$ cat config.mk
export PLATFORM = sky130hd
export DESIGN_NAME = route_lut_writer
export DESIGN_NICKNAME = d
export VERILOG_FILES = /design/src/rtl/route_lut_writer.sv
export SDC_FILE = /design/constraint.sdc
export NUM_CORES = 1
export LEC_CHECK = 0
export ABC_AREA = 1
export ABC_CLOCK_PERIOD_IN_PS = 39400
export CAP_MARGIN = 15
export CORE_MARGIN = 4
export CORE_UTILIZATION = 40
export CTS_CLUSTER_SIZE = 40
export DETAILED_ROUTE_END_ITERATION = 16
export PLACE_DENSITY = 0.62
export SYNTH_ARGS = -nofsm -noshare
export SYNTH_HDL_FRONTEND = slang
export SYNTH_SLANG_ARGS = --single-unit
$ cat constraint.sdc
create_clock -name clk -period 39.4 [get_ports clk]
set_input_delay 7.88 -clock clk [delete_from_list [all_inputs] [get_ports clk]]
set_output_delay 7.88 -clock clk [all_outputs]
set_load 0.01 [all_outputs]
$ cat src/rtl/route_lut_writer.sv
// Configuration-side writer for the switch routing table: owns the entries,
// serves write/read/clear-all commands and exposes the table as flat LUT buses.
module route_lut_writer #(
  parameter int NUM_ENTRIES  = 32,
  parameter int NODE_W       = 8,
  parameter int OUT_SEL_W    = 8,
  parameter int NUM_OUTPORTS = 4
) (
  input  logic                              clk,
  input  logic                              rst,
  input  logic                              cfg_valid,
  output logic                              cfg_ready,
  input  logic [1:0]                        cfg_op,
  input  logic [$clog2(NUM_ENTRIES):0]      cfg_index,
  input  logic [NODE_W-1:0]                 cfg_req,
  input  logic [NODE_W-1:0]                 cfg_dest,
  input  logic [OUT_SEL_W-1:0]              cfg_out_sel,
  output logic                              rsp_valid,
  input  logic                              rsp_ready,
  output logic                              rsp_err,
  output logic [2*NODE_W+OUT_SEL_W-1:0]     rsp_data,
  output logic [NUM_ENTRIES*NODE_W-1:0]     lut_req,
  output logic [NUM_ENTRIES*NODE_W-1:0]     lut_dest,
  output logic [NUM_ENTRIES*OUT_SEL_W-1:0]  lut_out_sel,
  output logic                              lut_update,
  output logic                              busy
);

  localparam int IDX_W = $clog2(NUM_ENTRIES) + 1;
  localparam int CNT_W = $clog2(NUM_ENTRIES);

  localparam logic [1:0] OP_WRITE = 2'b00;
  localparam logic [1:0] OP_READ  = 2'b01;
  localparam logic [1:0] OP_CLEAR = 2'b10;

  typedef enum logic [1:0] {IDLE, CLEAR, RESP} state_t;

  state_t state_q, state_d;

  logic [NODE_W-1:0]    req_q  [NUM_ENTRIES];
  logic [NODE_W-1:0]    dest_q [NUM_ENTRIES];
  logic [OUT_SEL_W-1:0] osel_q [NUM_ENTRIES];

  logic [CNT_W-1:0] clr_cnt_q;
  logic             lut_update_q;
  logic             rsp_err_q;
  logic [2*NODE_W+OUT_SEL_W-1:0] rsp_data_q;

  logic             accept;
  logic             idx_ok;
  logic             sel_ok;
  logic [CNT_W-1:0] idx_lo;
  logic             wr_en;
  logic             clr_last;
  logic             err_d;
  logic [2*NODE_W+OUT_SEL_W-1:0] data_d;

  // Held low during reset even though the state register already reads IDLE.
  assign cfg_ready  = (state_q == IDLE) && !rst;
  assign accept     = cfg_valid && cfg_ready;
  assign idx_ok     = cfg_index < IDX_W'(NUM_ENTRIES);
  assign sel_ok     = cfg_out_sel < OUT_SEL_W'(NUM_OUTPORTS);
  assign idx_lo     = cfg_index[CNT_W-1:0];
  assign wr_en      = accept && (cfg_op == OP_WRITE) && idx_ok && sel_ok;
  assign clr_last   = (state_q == CLEAR) && (clr_cnt_q == CNT_W'(NUM_ENTRIES - 1));

  assign rsp_valid  = (state_q == RESP);
  assign busy       = (state_q == CLEAR);
  assign rsp_err    = rsp_err_q;
  assign rsp_data   = rsp_data_q;
  assign lut_update = lut_update_q;

  always_comb begin
    err_d  = 1'b1;
    data_d = '0;
    case (cfg_op)
      OP_WRITE: err_d = !(idx_ok && sel_ok);
      OP_READ: begin
        err_d = !idx_ok;
        if (idx_ok) data_d = {req_q[idx_lo], dest_q[idx_lo], osel_q[idx_lo]};
      end
      OP_CLEAR: err_d = 1'b0;
      default:  err_d = 1'b1;
    endcase
  end

  always_comb begin
    state_d = state_q;
    case (state_q)
      IDLE:    if (accept) state_d = (cfg_op == OP_CLEAR) ? CLEAR : RESP;
      CLEAR:   if (clr_last) state_d = RESP;
      RESP:    if (rsp_ready) state_d = IDLE;
      default: state_d = IDLE;
    endcase
  end

  always_ff @(posedge clk or posedge rst) begin
    if (rst) begin
      state_q      <= IDLE;
      clr_cnt_q    <= '0;
      lut_update_q <= 1'b0;
      rsp_err_q    <= 1'b0;
      rsp_data_q   <= '0;
    end else begin
      state_q      <= state_d;
      lut_update_q <= wr_en || clr_last;
      if (accept) begin
        rsp_err_q  <= err_d;
        rsp_data_q <= data_d;
      end
      if (accept && cfg_op == OP_CLEAR) clr_cnt_q <= '0;
      else if (state_q == CLEAR)        clr_cnt_q <= clr_cnt_q + CNT_W'(1);
    end
  end

  // A clear walks one entry per cycle, so route compute may see a partial table.
  always_ff @(posedge clk or posedge rst) begin
    if (rst) begin
      for (int i = 0; i < NUM_ENTRIES; i++) begin
        req_q[i]  <= '0;
        dest_q[i] <= '0;
        osel_q[i] <= '0;
      end
    end else if (wr_en) begin
      req_q[idx_lo]  <= cfg_req;
      dest_q[idx_lo] <= cfg_dest;
      osel_q[idx_lo] <= cfg_out_sel;
    end else if (state_q == CLEAR) begin
      req_q[clr_cnt_q]  <= '0;
      dest_q[clr_cnt_q] <= '0;
      osel_q[clr_cnt_q] <= '0;
    end
  end

  for (genvar g = 0; g < NUM_ENTRIES; g++) begin : g_pack
    assign lut_req[g*NODE_W +: NODE_W]           = req_q[g];
    assign lut_dest[g*NODE_W +: NODE_W]          = dest_q[g];
    assign lut_out_sel[g*OUT_SEL_W +: OUT_SEL_W] = osel_q[g];
  end

endmodule

==> results.md, run 1 <==
- Peak VDD IR: 0.0303 mV
- DRT iter0 DRCs: 4,687
- Std-Cell Rows: 114
- Clock latency on the worst-skew pair: 0.68 ns
- Via density per instance: 5.36
- Worst min path class: flop to flop
- Max Cap Viol: 0
- Cell Pwr Density: 36.1 nW/um^2
- Synth Area per Inst: 7.17 um^2
- Leak pwr: 27.9 nW
- Critical Path AT: 9.08 ns
- DR vias: 40,351
- Die height: 322 um
- Post-CTS setup buffers: 0
- Core area: 97,300 um^2
- GR Util All Layers: 0.368
- H-tree lvl count: 3
- Final slew viol count: 0
- Top cells by count, synth: nand2_1 (3,759), dfrtp_1 (801), nand3_1 (182), a21boi_0 (168), clkbuf_1 (164)
- DP Wirelength: 135 mm
- Largest net degree at the start of global routing: 183
- Final RePlAce weighted congestion: 0.911
- First-pass GRT wire length: 277 mm
- Detailed-router iteration count before antenna repair: 6
- Clock Tree Buf Depth: 3
- Number of global-route vias before repair: 37,576
- CTS tree: built
- Fin nets: 6,229
- Worst reg2reg endpoint: lut_req[213]
- Crit Path Class: input port to output pin
- Net count after synthesis: 5,553
- Critical path startpoint category: input port
- Count leader, synth: nand2_1
- Die area: 104,000 um^2
- Resized cells post-CTS: 0
- Register area share after synthesis: 0.508
- Setup Skew: 0.0229 ns
- # IOs: 833
- Worst-path maximum fanout: 2
- Worst R2R Setup Slack: 35.20 ns
- Timing startpoint of the critical path: rst
- Gate Count Post-Synth: 5,512
- Worst Hold End: rsp_data[14]
- Fmax: 0.0590 GHz
- Mapped Area: 39,500 um^2
- Ys async rst share: 1.00
- Prevailing post-synth register cell: dfrtp_1
- Area grow syn2layout: 30.4%
- RSZ-0062 raised after global routing: false
- Setup_tns: 0 ns
- Endpoints failing setup: 0
- CTS sink count: 801
- Root buf cell: clkbuf_16
- Seq cells post-synth: 801
- IO buf count: 832
- Crit share post-route: 0.430
- Status: finished clean
- Slew Limit Headroom: 0.161
- Hold path start: rsp_data[14]
- CTS Hold Bufs: 0
- Die Wd: 322 um
- Total routed wirelength: 196 mm
- Initial antenna violation count: 5
- Total number of yosys warnings: 0
- Top-area cell type share of the netlist area: 0.508
- Drt wl/cell: 25.9 um
- Final critical-path required period: 16.96 ns
- Netlist cell types: 26
- Hold Violations, Final: 0
- Starting Density: 0.406
- Crit end category: output pin
- Leading area contributor after synthesis: dfrtp_1
- Final ANT Viol Nets: 0
- Ranking of synthesized cells by area: dfrtp_1 (51%), nand2_1 (36%), a21boi_0 (3.2%)
- Measured slew at the worst slew-check pin: 1.25 ns
- Grt ovf: 0
- Total Power: 1.86 mW
- Number of enable flip-flop cells after synthesis: 0
- Clock-pin slew on the worst setup and hold paths: 0.06 ns
- Worst Path Required: 31.52 ns
- Layout cells sized above 1: 0.0481
- TritonCTS buffer count: 92
- R2R Path Start: state_q[0]
- Drc violations: 0
- Worst R2R Path Depth: 10
- Worst hold stages: 2
==> per-layer routing <==
metal  share of wire  vias up  wire, um  track usage
met5        0.000066        -        13            0
met4           0.064        2     12500        0.190
met3            0.11      427     20800        0.105
met2            0.45     2228     87200        0.571
met1            0.38    19490     75000        0.470
li1                -    18204         -            -
==> state kept, by name (all words and copies together) (netlist names) <==
signal / flops
lut_out_sel: 256
lut_dest: 256
lut_update: 1
rsp_data: 24
rsp_err: 1
clr_cnt_q: 5
lut_req: 256
state_q: 2
==> layout make-up <==
type / instances / area [um^2]
fillers: 9570 / 45800
flip-flops and latches: 801 / 20000
multi-input cells: 4344 / 17800
repair buffers: 899 / 8850
clock buffers: 134 / 2660
well taps: 1276 / 1600
clock inverters: 28 / 332
inverters: 50 / 208
diodes: 3 / 7.51
==> worst max path at each step <==
stage	cells after the start	endpoint	slack (ns)
after floorplan	1	clr_cnt_q[0]	8.99
after global routing	3	cfg_ready	22.37
final	3	cfg_ready	22.44
after CTS	3	cfg_ready	22.43
after global placement	3	cfg_ready	22.41
after detailed placement	3	cfg_ready	22.43
==> stage by stage <==
stage | util | cells | hold WS [ns] | setup WS, ns | area (um^2)
detailed placement | 0.498 | 7369 | 0.465 | 22.43 | 48500
global route | 0.529 | 7534 | 0.507 | 22.37 | 51500
finish | 0.529 | 7535 | 0.480 | 22.44 | 51500
CTS | 0.529 | 7531 | 0.482 | 22.43 | 51500
global placement | 0.498 | 7369 | 0.463 | 22.41 | 48500
floorplan | - | 5512 | 0.515 | 8.99 | 39500
==> critical path, stage by stage <==
cell             delay [ns]
clkdlybuf4s50_1        0.51
nor2_1                 0.14
clkdlybuf4s50_1        0.54
==> power by group <==
| part | switching (mW) | internal, mW |
|---|---|---|
| Sequential | 0.00521 | 0.827 |
| Clock | 0.366 | 0.506 |
| Combinational | 0.133 | 0.0219 |
==> placed cells by master (no fill, tap or decap), types with 37 or more instances in the layout <==
master | netlist | routed
clkbuf_16 | 0 | 93
clkdlybuf4s50_1 | 0 | 820
nand2_1 | 3759 | 3759
nor2_1 | 96 | 95
nand3_1 | 182 | 181
a21boi_0 | 168 | 168
inv_1 | 45 | 37
nand2_2 | 37 | 37
dfrtp_1 | 801 | 801
buf_4 | 5 | 63
==> cell families after synthesis <==
kind of cell / count (synthesis) / share of synthesized area
AND/OR/NAND/NOR: 4114 / 0.409
flip-flops: 801 / 0.508
buffers and inverters: 367 / 0.0425
AO/OA/AOI/OAI: 223 / 0.0390
adder cells (fa/ha/maj): 5 / 0.00158
XOR/XNOR: 2 / 0.000444
Note: power is estimated with default switching activity, not from simulation.
==> run 2: changes to the inputs <==
--- a/config.mk
+++ b/config.mk
@@ -6,13 +6,13 @@
 export NUM_CORES = 1
 export LEC_CHECK = 0
 export ABC_AREA = 1
-export ABC_CLOCK_PERIOD_IN_PS = 39400
+export ABC_CLOCK_PERIOD_IN_PS = 14600
 export CAP_MARGIN = 15
 export CORE_MARGIN = 4
 export CORE_UTILIZATION = 40
 export CTS_CLUSTER_SIZE = 40
 export DETAILED_ROUTE_END_ITERATION = 16
-export PLACE_DENSITY = 0.62
+export PLACE_DENSITY = 0.65
 export SYNTH_ARGS = -nofsm -noshare
 export SYNTH_HDL_FRONTEND = slang
 export SYNTH_SLANG_ARGS = --single-unit
==> constraint.sdc (replaced) <==
create_clock -name clk -period 14.6 [get_ports clk]
set_input_delay 2.92 -clock clk [delete_from_list [all_inputs] [get_ports clk]]
set_output_delay 2.92 -clock clk [all_outputs]
set_load 0.01 [all_outputs]
==> run 2 against run 1 <==
Combinational power rose to 2.7 times the previous value; clock skew up 0.010 ns; power grew to 2.7 times the previous value; first-iteration DRC count increased by 4.6%; non-clock buffer count increased by 2; sequential share of layout area hardly changed; global-route usage is 0.48 points lower; design area rose by 0.11%; hold slack lost 0.0023 ns; critical path type is now input port to async pin; largest cell class unchanged.
==> results.md, run 2 (same netlist as run 1, synthesis figures left out) <==
- Status: finished clean
- Worst R2R Path Depth: 9
- Grt met1 use: 0.462
- Die area: 104,000 um^2
- Met3 GRT Util: 0.0983
- Detailed-router iteration count before antenna repair: 8
- Final worst setup slack: 7.33 ns
- R2R Path Start: state_q[0]
- H-tree lvl count: 3
- Hold Violations, Final: 0
- Crit share post-route: 0.498
- DP Wirelength: 134 mm
- Grt ovf: 0
- Final cell count without fillers: 7,539
- Drt wl/cell: 25.8 um
- Fmax: 0.138 GHz
- Largest net degree at the start of global routing: 155
- Layout cells sized above 1: 0.0490
- Post-CTS setup buffers: 0
- DR vias: 40,864
- Fin nets: 6,231
- Max Cap Viol: 0
- Resized cells post-CTS: 0
- Setup Skew: 0.0332 ns
- Sequential Power Share: 0.447
- Final critical-path required period: 7.27 ns
- Starting Density: 0.406
- Critical path startpoint category: input port
- Cell Pwr Density: 97.5 nW/um^2
- Area grow syn2layout: 30.5%
- Final slew viol count: 0
- Worst min path class: flop to flop
- Drc violations: 0
- Clock latency on the worst-skew pair: 0.68 ns
- Number of global-route vias before repair: 37,692
- Worst Path Required: 15.31 ns
- Measured slew at the worst slew-check pin: 1.28 ns
- Worst R2R Setup Slack: 10.08 ns
- Worst-path maximum fanout: 154
- RSZ-0062 raised after global routing: false
- Crit end category: async pin
- Layer carrying the most global-route usage: met2
- Worst reg2reg endpoint: lut_req[145]
- Clock Power Share: 0.471
- DRT iter0 DRCs: 4,904
- Root buf cell: clkbuf_16
- CTS Hold Bufs: 0
- CTS sink count: 801
- Std-Cell Rows: 114
- Final RePlAce weighted congestion: 0.925
- Net Switching: 1.35 mW
- First-pass GRT wire length: 274 mm
- Dpl ws: 6.48 ns
- Worst hold slack: 0.478 ns
- Total routed wirelength: 194 mm
- Timing startpoint of the critical path: rst
- Comb pwr share: 0.082
- Leak pwr: 28.0 nW
- Most frequent cells in the layout: nand2_1 (3,755), clkdlybuf4s50_1 (823), dfrtp_1 (801)
- Core area: 97,300 um^2
- Die height: 322 um
- Worst setup endpoint: lut_req[196]
- Met2 Use GR: 0.562
- Critical Path AT: 7.98 ns
- Peak VDD IR: 0.0755 mV
- Endpoints failing setup: 0
- Die Wd: 322 um
- Crit Path Class: input port to async pin
- Via density per instance: 5.42
- Clock-pin slew on the worst setup and hold paths: 0.06 ns
- Commonest non-fill, non-tap cell in the layout: nand2_1
- Slew Limit Headroom: 0.147
- Switching portion of total power: 0.269
- Initial antenna violation count: 4
- GR Util All Layers: 0.363
- IO buf count: 832
- Final ANT Viol Nets: 0
- Clock Tree Buf Depth: 3
- # IOs: 833
- Core Util, Final: 0.530
- CTS tree: built
- Placed Cells: 7,370
- Internal power: 3.67 mW
- TritonCTS buffer count: 92
## run 2: cell types whose count changed in the layout (fill, tap and decap cells not counted), moves of 3 or more
cell | previous run | this run
clkinv_2 | 14 | 17
clkdlybuf4s50_1 | 820 | 823
buf_8 | 1 | 4
buf_2 | 10 | 7
nand2_2 | 37 | 41
nand2_1 | 3759 | 3755
## run 2: power by group through the flow
stage / Sequential, mW / Clock [mW] / Combinational, mW
finish: 2.25 / 2.37 / 0.413
floorplan: 2.28 / 0 / 0.233
detailed placement: 2.28 / 0 / 0.402
global placement: 2.28 / 0 / 0.401
CTS: 2.24 / 2.38 / 0.404
global route: 2.25 / 2.47 / 0.432
## run 2: worst min path at each step
| stage | startpoint | end | slack [ns] | cells past startpoint |
|---|---|---|---|---|
| 4_1_cts | rsp_data[14] | rsp_data[14] | 0.48 | 2 |
| 3_5_place_dp | rsp_data[14] | rsp_data[14] | 0.47 | 2 |
| 6_report | rsp_data[14] | rsp_data[14] | 0.48 | 2 |
| 5_1_grt | rsp_data[5] | rsp_data[5] | 0.50 | 2 |
| 2_1_floorplan | rsp_data[0] | rsp_data[0] | 0.52 | 2 |
| 3_3_place_gp | rsp_data[2] | rsp_data[2] | 0.46 | 2 |
## run 2: layout make-up
class / count / area [um^2]
repair buffers: 901 / 8850
fillers: 9484 / 45700
well taps: 1276 / 1600
clock inverters: 27 / 294
multi-input cells: 4344 / 17800
inverters: 50 / 206
diodes: 1 / 2.50
flip-flops and latches: 801 / 20000
clock buffers: 139 / 2740
## run 2: through the flow
stage	total power, mW	TNS, ns	cell area [um^2]
3_5_place_dp	2.69	0	48500
5_1_grt	5.15	0	51500
3_3_place_gp	2.69	0	48500
2_1_floorplan	2.52	-1555.85	39500
4_1_cts	5.03	0	51500
6_report	5.02	0	51500
## run 2: worst max-delay path, cell delays in order
cell	delay, ns
clkdlybuf4s50_1	0.46
clkinvlp_4	0.36
buf_4	0.81
buf_12	0.67
buf_4	0.84
buf_4	0.89
buf_4	0.73
## run 2: per-layer routing
metal,routed length [um],vias to the layer above
met3,21500,455
li1,-,18210
met5,16,-
met2,86800,2442
met1,72900,19755
met4,13100,2
